===== config.mk =====
export PLATFORM = sky130hd
export DESIGN_NAME = sevenseg_mux_decoder_flat
export DESIGN_NICKNAME = d
export VERILOG_FILES = /design/src/rtl/sevenseg_mux_decoder_if.sv /design/src/rtl/sevenseg_mux_decoder.sv /design/src/flat_wrapper.sv
export SDC_FILE = /design/constraint.sdc
export NUM_CORES = 1
export LEC_CHECK = 0
export CAP_MARGIN = 25
export CORE_AREA = 2 2 81 83
export CTS_BUF_LIST = sky130_fd_sc_hd__clkbuf_16
export DETAILED_ROUTE_END_ITERATION = 8
export DIE_AREA = 0 0 83 85
export PLACE_DENSITY = 0.62
export REMOVE_ABC_BUFFERS = 1
export SYNTH_ARGS = -nofsm -noshare
export SYNTH_HDL_FRONTEND = slang
export SYNTH_SLANG_ARGS = --single-unit

===== constraint.sdc =====
create_clock -name clk -period 2.2 [get_ports clk]
set_input_delay 0.33 -clock clk [delete_from_list [all_inputs] [get_ports clk]]
set_output_delay 0.33 -clock clk [all_outputs]
set_load 0.01 [all_outputs]

===== src/rtl/sevenseg_mux_decoder_if.sv =====
// ---------------------------------------------------------------------------
// sevenseg_mux_decoder_if
//   Bundles the multiplexed seven-segment display bus seen by the decoder
//   together with the decoded pair and status flags it publishes.
//
//   Signals:
//     seg_in      [7:0]  display bus, bit7 = select (1 tens, 0 ones),
//                        bits 6:0 = segments g..a, active-high
//     tens_out    [3:0]  last published tens code
//     ones_out    [3:0]  last published ones code
//     valid              published pair is current
//     update             one-cycle strobe on publish
//     invalid_err        one-cycle strobe with update when a code is 4'hE
//     stalled            select has not toggled for the timeout period
//
//   Modports:
//     master  drives the display bus and observes the decoded results
//     slave   the decoder: samples the bus and drives the results
// ---------------------------------------------------------------------------
`timescale 1ns/1ps

interface sevenseg_mux_decoder_if;
  logic [7:0] seg_in;
  logic [3:0] tens_out;
  logic [3:0] ones_out;
  logic       valid;
  logic       update;
  logic       invalid_err;
  logic       stalled;

  modport master (
    output seg_in,
    input  tens_out,
    input  ones_out,
    input  valid,
    input  update,
    input  invalid_err,
    input  stalled
  );

  modport slave (
    input  seg_in,
    output tens_out,
    output ones_out,
    output valid,
    output update,
    output invalid_err,
    output stalled
  );
endinterface


===== src/rtl/sevenseg_mux_decoder.sv =====
// ---------------------------------------------------------------------------
// sevenseg_mux_decoder
//   Receive side of the dual seven-segment display driver. The multiplexed
//   bus is synchronised, each select phase is allowed to settle, and the
//   settled segment pattern is decoded back into a 4-bit code. A tens
//   capture followed by a ones capture publishes a coherent pair with a
//   one-cycle update strobe. A bus whose select stops toggling is reported
//   as stalled and the published pair is marked no longer current.
//
//   Parameters:
//     STABLE_CYCLES   identical synchronised samples needed before a digit
//                     is captured within one select phase (1..15)
//     TIMEOUT_CYCLES  cycles without a select toggle before the bus is
//                     declared stalled (4..1023)
//
//   Ports:
//     clk    system clock
//     rst_n  asynchronous, active-low reset
//     bus    slave side of sevenseg_mux_decoder_if (display bus in,
//            decoded pair and status flags out)
// ---------------------------------------------------------------------------
`timescale 1ns/1ps

module sevenseg_mux_decoder #(
  parameter int STABLE_CYCLES  = 2,
  parameter int TIMEOUT_CYCLES = 64
) (
  input  logic                        clk,
  input  logic                        rst_n,
  sevenseg_mux_decoder_if.slave       bus
);

  localparam logic [3:0] STAB_MAX    = 4'(STABLE_CYCLES);
  localparam logic [9:0] TIMEOUT_MAX = 10'(TIMEOUT_CYCLES);

  localparam logic [3:0] CODE_ILLEGAL = 4'hE;
  localparam logic [3:0] CODE_BLANK   = 4'hF;

  typedef enum logic {
    WAIT_T = 1'b0,
    WAIT_O = 1'b1
  } state_t;

  state_t     state_q,     state_d;

  logic [7:0] sync1_q;
  logic [7:0] s_q;
  logic [7:0] sPrev_q;

  logic [3:0] stabCnt_q,   stabCnt_d;
  logic       captured_q,  captured_d;
  logic [9:0] toCnt_q,     toCnt_d;

  logic [3:0] tensHold_q,  tensHold_d;
  logic [3:0] onesHold_q,  onesHold_d;

  logic [3:0] tensOut_q,   tensOut_d;
  logic [3:0] onesOut_q,   onesOut_d;
  logic       valid_q,     valid_d;
  logic       update_q,    update_d;
  logic       invalidErr_q, invalidErr_d;
  logic       stalled_q,   stalled_d;

  logic       phaseStart;
  logic       capture;
  logic       captureTens;
  logic [3:0] captureCode;
  logic       timeoutHit;
  logic       publish;

  // Maps a gfedcba pattern back to the digit the encoder drove. The all-off
  // pattern is a legal blank; anything not in the table is flagged illegal.
  function automatic logic [3:0] decodeSeg(input logic [6:0] seg);
    logic [3:0] code;
    case (seg)
      7'b0111111: code = 4'h0;
      7'b0000110: code = 4'h1;
      7'b1011011: code = 4'h2;
      7'b1001111: code = 4'h3;
      7'b1100110: code = 4'h4;
      7'b1101101: code = 4'h5;
      7'b1111101: code = 4'h6;
      7'b0000111: code = 4'h7;
      7'b1111111: code = 4'h8;
      7'b1101111: code = 4'h9;
      7'b0000000: code = CODE_BLANK;
      default:    code = CODE_ILLEGAL;
    endcase
    return code;
  endfunction

  // Two-flop synchroniser for the asynchronous display bus, followed by a
  // one-cycle delayed copy so that select edges and segment changes can be
  // detected by comparing neighbouring samples.
  always_ff @(posedge clk or negedge rst_n) begin
    if (!rst_n) begin
      sync1_q <= 8'h00;
      s_q     <= 8'h00;
      sPrev_q <= 8'h00;
    end else begin
      sync1_q <= bus.seg_in;
      s_q     <= sync1_q;
      sPrev_q <= s_q;
    end
  end

  // Event detection. stabCnt_q counts how many identical samples the value
  // held in sPrev_q has had, so the capture decodes sPrev_q. That lets the
  // last sample of a phase still be captured on the cycle the select flips,
  // which keeps two-cycle phases decodable when STABLE_CYCLES is 2.
  always_comb begin
    phaseStart  = s_q[7] ^ sPrev_q[7];
    capture     = (stabCnt_q == STAB_MAX) && !captured_q;
    captureTens = sPrev_q[7];
    captureCode = decodeSeg(sPrev_q[6:0]);
    timeoutHit  = (toCnt_q == TIMEOUT_MAX) && !phaseStart;
  end

  // Stability counter, per-phase capture flag, timeout counter and stall
  // flag. A select edge restarts everything for the new phase and always
  // wins over a timeout detected on the same cycle.
  always_comb begin
    stabCnt_d  = stabCnt_q;
    captured_d = captured_q;
    toCnt_d    = toCnt_q;
    stalled_d  = stalled_q;

    if (phaseStart) begin
      stabCnt_d = 4'd1;
    end else if (s_q[6:0] == sPrev_q[6:0]) begin
      if (stabCnt_q != STAB_MAX) begin
        stabCnt_d = stabCnt_q + 4'd1;
      end
    end else begin
      stabCnt_d = 4'd1;
    end

    if (capture) begin
      captured_d = 1'b1;
    end
    if (phaseStart || timeoutHit) begin
      captured_d = 1'b0;
    end

    if (phaseStart) begin
      toCnt_d = 10'd0;
    end else if (toCnt_q != TIMEOUT_MAX) begin
      toCnt_d = toCnt_q + 10'd1;
    end

    if (phaseStart) begin
      stalled_d = 1'b0;
    end else if (timeoutHit) begin
      stalled_d = 1'b1;
    end
  end

  // Pairing FSM and publish logic. A tens capture arms the FSM; the ones
  // capture that follows publishes the pair, forwarding the ones code being
  // captured on this very cycle. A second tens capture while armed simply
  // replaces the held tens value. A timeout discards any pending pair and
  // suppresses a capture landing on the same cycle.
  always_comb begin
    state_d      = state_q;
    tensHold_d   = tensHold_q;
    onesHold_d   = onesHold_q;
    publish      = 1'b0;
    tensOut_d    = tensOut_q;
    onesOut_d    = onesOut_q;
    valid_d      = valid_q;
    update_d     = 1'b0;
    invalidErr_d = 1'b0;

    if (timeoutHit) begin
      state_d = WAIT_T;
      valid_d = 1'b0;
    end else if (capture) begin
      if (captureTens) begin
        tensHold_d = captureCode;
      end else begin
        onesHold_d = captureCode;
      end

      case (state_q)
        WAIT_T: begin
          if (captureTens) begin
            state_d = WAIT_O;
          end
        end
        WAIT_O: begin
          if (!captureTens) begin
            publish = 1'b1;
            state_d = WAIT_T;
          end
        end
        default: state_d = WAIT_T;
      endcase
    end

    if (publish) begin
      tensOut_d    = tensHold_q;
      onesOut_d    = captureCode;
      valid_d      = 1'b1;
      update_d     = 1'b1;
      invalidErr_d = (tensHold_q == CODE_ILLEGAL) || (captureCode == CODE_ILLEGAL);
    end
  end

  // FSM state register.
  always_ff @(posedge clk or negedge rst_n) begin
    if (!rst_n) begin
      state_q <= WAIT_T;
    end else begin
      state_q <= state_d;
    end
  end

  // Counters, hold registers and published outputs. Reset discards any
  // partially captured pair along with the published one.
  always_ff @(posedge clk or negedge rst_n) begin
    if (!rst_n) begin
      stabCnt_q    <= 4'd0;
      captured_q   <= 1'b0;
      toCnt_q      <= 10'd0;
      tensHold_q   <= 4'd0;
      onesHold_q   <= 4'd0;
      tensOut_q    <= 4'd0;
      onesOut_q    <= 4'd0;
      valid_q      <= 1'b0;
      update_q     <= 1'b0;
      invalidErr_q <= 1'b0;
      stalled_q    <= 1'b0;
    end else begin
      stabCnt_q    <= stabCnt_d;
      captured_q   <= captured_d;
      toCnt_q      <= toCnt_d;
      tensHold_q   <= tensHold_d;
      onesHold_q   <= onesHold_d;
      tensOut_q    <= tensOut_d;
      onesOut_q    <= onesOut_d;
      valid_q      <= valid_d;
      update_q     <= update_d;
      invalidErr_q <= invalidErr_d;
      stalled_q    <= stalled_d;
    end
  end

  assign bus.tens_out    = tensOut_q;
  assign bus.ones_out    = onesOut_q;
  assign bus.valid       = valid_q;
  assign bus.update      = update_q;
  assign bus.invalid_err = invalidErr_q;
  assign bus.stalled     = stalled_q;

endmodule

===== src/flat_wrapper.sv =====
// flat-port wrapper written by rule: the top's interface ports become plain ports
module sevenseg_mux_decoder_flat 
#(
  parameter int STABLE_CYCLES  = 2,
  parameter int TIMEOUT_CYCLES = 64
)
  (clk, rst_n, bus_seg_in, bus_tens_out, bus_ones_out, bus_valid, bus_update, bus_invalid_err, bus_stalled);
  sevenseg_mux_decoder_if bus_i ();
  input  logic clk;
  input  logic rst_n;
  input wire logic [$bits(bus_i.seg_in)-1:0] bus_seg_in;
  output wire logic [$bits(bus_i.tens_out)-1:0] bus_tens_out;
  output wire logic [$bits(bus_i.ones_out)-1:0] bus_ones_out;
  output wire logic [$bits(bus_i.valid)-1:0] bus_valid;
  output wire logic [$bits(bus_i.update)-1:0] bus_update;
  output wire logic [$bits(bus_i.invalid_err)-1:0] bus_invalid_err;
  output wire logic [$bits(bus_i.stalled)-1:0] bus_stalled;
  assign bus_i.seg_in = bus_seg_in;
  assign bus_tens_out = bus_i.tens_out;
  assign bus_ones_out = bus_i.ones_out;
  assign bus_valid = bus_i.valid;
  assign bus_update = bus_i.update;
  assign bus_invalid_err = bus_i.invalid_err;
  assign bus_stalled = bus_i.stalled;
  sevenseg_mux_decoder #(.STABLE_CYCLES(STABLE_CYCLES), .TIMEOUT_CYCLES(TIMEOUT_CYCLES)) u_core (.clk(clk), .rst_n(rst_n), .bus(bus_i));
endmodule

# Word-level counts from Yosys, hierarchy flattened
# Cells that the tools add are included.
# word_totals
n_memories	0
latch_bits	0
input_bits	10
word_cells	70
mem_bits_rw	0
reg_bits	56
output_inout_bits	12
rom_bits	0
# classes
reduce_logical	13
n_addsub	2
n_shift	0
bitwise_logic	2
muxes	21
eq_ne	18
magnitude_cmp	0
n_mul	0
div	0
# op_table
cell	n
equality test 7 bit (second input constant)	7
case mux 4 bit (11 select lines)	1
2-to-1 mux 10 bit	2
2-to-1 mux 1 bit	15
equality test 7 x 3 -> 1 bit (second input constant)	2
2-to-1 mux 4 bit	3
adder 10 x 1 -> 10 bit (second input constant)	1
equality test 10 x 7 -> 1 bit (second input constant)	1
!= test 10 x 7 -> 1 bit (second input constant)	1
nonzero test 2 bit	5
equality test 4 bit (second input constant)	2
equality test 7 x 6 -> 1 bit (second input constant)	1
equality test 7 bit	1
logical NOT 7 bit	1
adder 4 x 1 -> 4 bit (second input constant)	1
equality test 4 x 2 -> 1 bit (second input constant)	1
!= test 4 x 2 -> 1 bit (second input constant)	1
!= test 3 x 2 -> 1 bit (second input constant)	1
AND reduction 3 bit	1
logical AND 1 bit	2
logical NOT 1 bit	2
logical OR 1 bit	2
NOT 1 bit	1
bitwise XOR 1 bit	1

# Depth between registers and ports, before layout
# depth
word_depth	5
ltp_mapped	7
depth_no_buf	6

# Worst setup path after synthesis
# OpenSTA, ideal clock, no wires.
# synth_path
path_type	flip-flop to flip-flop
startpoint	register u_core.stabCnt_q[0]
endpoint	register u_core.onesOut_q[0], in the netlist u_core.bus.ones_out[0]
path_buffers	1
slack_ps	374
setup_ps	127
synth_period_minus_slack_ps	1826
arrival_time_ps	1698
required_ps	2073
path_stages_with_launch	8
path_cell_list	dfrtp_1 inv_1 ha_1 nor4b_2 and3_1 and2_1 buf_6 mux2_1
# synth_between
elab_chain_cells	4
# synth_rtl
item	line	rtl
from (decl)	sevenseg_mux_decoder.sv:50	logic [3:0] stabCnt_q, stabCnt_d;
from (signal assigned)	sevenseg_mux_decoder.sv:234	stabCnt_q <= stabCnt_d;
equality test 4 x 2 -> 1 bit	sevenseg_mux_decoder.sv:113	capture = (stabCnt_q == STAB_MAX) && !captured_q;
logical AND 1 bit	sevenseg_mux_decoder.sv:113	
2-to-1 mux 1 bit	sevenseg_mux_decoder.sv:177	end else if (capture) begin
2-to-1 mux 1 bit	sevenseg_mux_decoder.sv:174	if (timeoutHit) begin
named net u_core.publish	sevenseg_mux_decoder.sv:69	logic publish;
to (signal assigned)	sevenseg_mux_decoder.sv:240	onesOut_q <= onesOut_d;
to (decl)	sevenseg_mux_decoder.sv:58	logic [3:0] onesOut_q, onesOut_d;
# The timed path passes the listed nets, and every way through them passes these cells.
# A chain may end at the register's enable or synchronous reset.

# Final worst setup path
# layout_path
startpoint	register u_core.stabCnt_q[0]
endpoint	register u_core.tensOut_q[2], in the netlist u_core.bus.tens_out[2]
# layout_between
elab_chain_cells	4
# layout_rtl
item	line	rtl
equality test 4 x 2 -> 1 bit	sevenseg_mux_decoder.sv:113	
logical AND 1 bit	sevenseg_mux_decoder.sv:113	
2-to-1 mux 1 bit	sevenseg_mux_decoder.sv:177	
2-to-1 mux 1 bit	sevenseg_mux_decoder.sv:174	
to (signal assigned)	sevenseg_mux_decoder.sv:239	tensOut_q <= tensOut_d;
to (decl)	sevenseg_mux_decoder.sv:57	logic [3:0] tensOut_q, tensOut_d;
# No other way between the ends.

==> flow_summary.toml <==
[route]
ant_nets = 0
drtIter0Drc = 116
firstDrtPassIters = 3
vias_per_cell = 4.934
dr_wl_met3_um = 119
wl_met2_um = 1888
drc = 0
routed_wl_um = 4113
met1Wirelength_um = 2062
vias = 1500
post_drt_wl_per_cell_um = 13.53
top_layer = "met4"

[setup_path]
arrival_ns = 2.17
reg2regPathDepth = 6
worstSetupEndpointType = "flip-flop"
cp_max_fo = 6
cp-start-kind = "flip-flop"
crit_type = "flip-flop to flip-flop"
worstPathRequired_ns = 2.37

[cells_and_area]
final_common_cell = "dfrtp_1"
fin_nets = 240
mostFrequentLayoutCells = "dfrtp_1, clkdlybuf4s50_1, nor2_1"
final_cells = 304
drive_gt1_frac = 0.09251
final_design_area_no_fill_um2 = 2879
insertedDiodeCount = 0
utilization = 0.4640
syn_to_final_growth_pct = 18.30

[sta]
rsz0062_at_grt = "no"
hold_ws_ns = 0.03869
fin_tns_setup_ns = 0
tightest_slew_ns = 0.5723
drv_slew = 0
skew_ns = 0.008406
hold_violations = 0
timing.final.crit_share = 0.9079
fin_ws_ns = 0.2026
min_period_ns = 1.997
setup_violations = 0
slew_headroom = 0.6185
max_freq_ghz = 0.5006

[worst_hold_path]
hold_class = "primary input to asynchronous set/reset pin"

[clocking]
clock_latency_ns = 0.29
htreeDepth = 2
numCtsBuffers = 5
cts_root_buf = "clkbuf_16"
cts_buffer_depth = 2
cts_tree = "built"
clk_pin_slew_worst_paths_ns = 0.07
clock_sinks = 56

[placement]
dp_hpwl_um = 2915
dp.cells = 296
place_area_um2 = 2708
post-place-ws_ns = 0.2017
gp_congestion = 0.7522
io_buffers = 21

[floorplanning]
fp-row-count = 29
io_pins = 22
die_h_um = 85
core_um2 = 6205
die_area_um2 = 7055
start_util = 0.3922
die_w_um = 83

[global_route]
grt_max_degree = 32
gr-total-overflow = 0
antenna_found_initial = 0
grt_pass1_wl_um = 7452
grt_pass1_vias = 1544
track_usage = 0.1300

[synthesis]
yosysSeqAreaShare = 0.5758
ys_ff_latch = 56
syn_avg_cell_area_um2 = 11.99
synthCells = 203
synth_area_um2 = 2434
yosysWarnings = 0
ys_types = 48

[flow_run]
maxCapViolations = 0

[status]
status = "finished, final reports clean"

[pwr]
leakage_nw = 1.228
power_mw = 2.093
p_per_area_nw_per_um2 = 727.0
peakVddDrop_mv = 0.4232
[flip-flops by register name (all words and copies together) (netlist names)]
register and cells:
u_core.stabCnt_q 4, u_core.captured_q 1, u_core.state_q 1, u_core.s_q 8, u_core.bus.tens_out 4, u_core.bus.update 1, u_core.sync1_q 8, u_core.toCnt_q 10
u_core.bus.stalled 1, u_core.bus.invalid_err 1, u_core.bus.valid 1, u_core.tensHold_q 4, u_core.bus.ones_out 4, u_core.sPrev_q 8
[layer usage]
layer	up-vias	GRT usage
met2	19	0.2023
met5	-	0
met3	5	0.02918
met1	711	0.1830
met4	0	0.04024
li1	765	-
[cells in the mapped netlist, drive strengths merged]
library cell,number,area share
xnor2,7,0.025
or2,1,0.0026
o22ai,3,0.0077
clkbuf,2,0.0046
a31oi,6,0.027
nor2,15,0.023
nand4b,2,0.0098
mux2,6,0.028
o2111a,1,0.0046
and3,3,0.0098
nand2,7,0.011
or3b,1,0.0036
xor2,12,0.043
nor2b,1,0.0026
nand3b,3,0.0093
inv,7,0.011
nor4,3,0.0077
buf,6,0.021
dfrtp,56,0.58
nand3,8,0.016
nor4b,3,0.020
ha,4,0.021
nand4,2,0.0051
a41oi,1,0.0036
nand2b,3,0.0077
a32oi,1,0.0036
mux2i,1,0.0041
a21oi,13,0.027
o21ai,4,0.0082
a21boi,2,0.0062
or3,3,0.0077
nor3,6,0.012
nor3b,1,0.0031
or4,2,0.0077
a211oi,2,0.0062
o21ba,1,0.0041
and2,4,0.010
[repair_timing]
action / CTS / global route
resized for setup: 0 / 1
hold buffers: 0 / 0
setup endpoints to repair: 0 / 6
buffers inserted: 0 / 0
[cell type report]
cell class | count | area (um2)
fillers | 561 | 3326
flip-flops and latches | 56 | 1401
multi-input cells | 132 | 952.2
repair buffers | 24 | 240.2
clock buffers | 5 | 125.1
well taps | 77 | 96.34
clock inverters | 3 | 37.54
inverters | 7 | 26.28
[final timing paths]
kind                       slack (ns)                endpoint           startpoint
max in group asynchronous        1.61    u_core.tensHold_q[3]                rst_n
hold / removal                   0.04       u_core.sync1_q[3]                rst_n
setup reg to reg                 0.20  u_core.bus.tens_out[2]  u_core.stabCnt_q[0]
setup / recovery                 0.20  u_core.bus.tens_out[2]  u_core.stabCnt_q[0]
hold reg to reg                  0.35           u_core.s_q[1]    u_core.sync1_q[1]
min in group clk                 0.35           u_core.s_q[1]    u_core.sync1_q[1]
[worst max-delay path: stages, from the launching register on]
cell     delay, ns
dfrtp_1       0.39
inv_1         0.10
ha_1          0.20
nor4b_4       0.28
and3_1        0.26
and2_1        0.29
mux2_1        0.36
[report_power, final]
part / internal (mW) / switching [mW] / leakage, nW
clock network: 0.529 / 0.334 / 0.0789
logic: 0.0620 / 0.0673 / 0.430
registers: 1.06 / 0.0396 / 0.719
[cell families (layout without fill, tap and decap cells)]
logic type               count (synthesis)  count (layout)  synth area share
XOR/XNOR                                19              19           0.06838
AND/OR/NAND/NOR                         68              68            0.1692
AO/OA/AOI/OAI                           34              34           0.09769
buffers and inverters                   15              39           0.03651
adder cells (fa/ha/maj)                  4               4           0.02057
multiplexers                             7               7           0.03187
flip-flops                              56              56            0.5758
No activity file was read; power rests on OpenSTA's default activity.
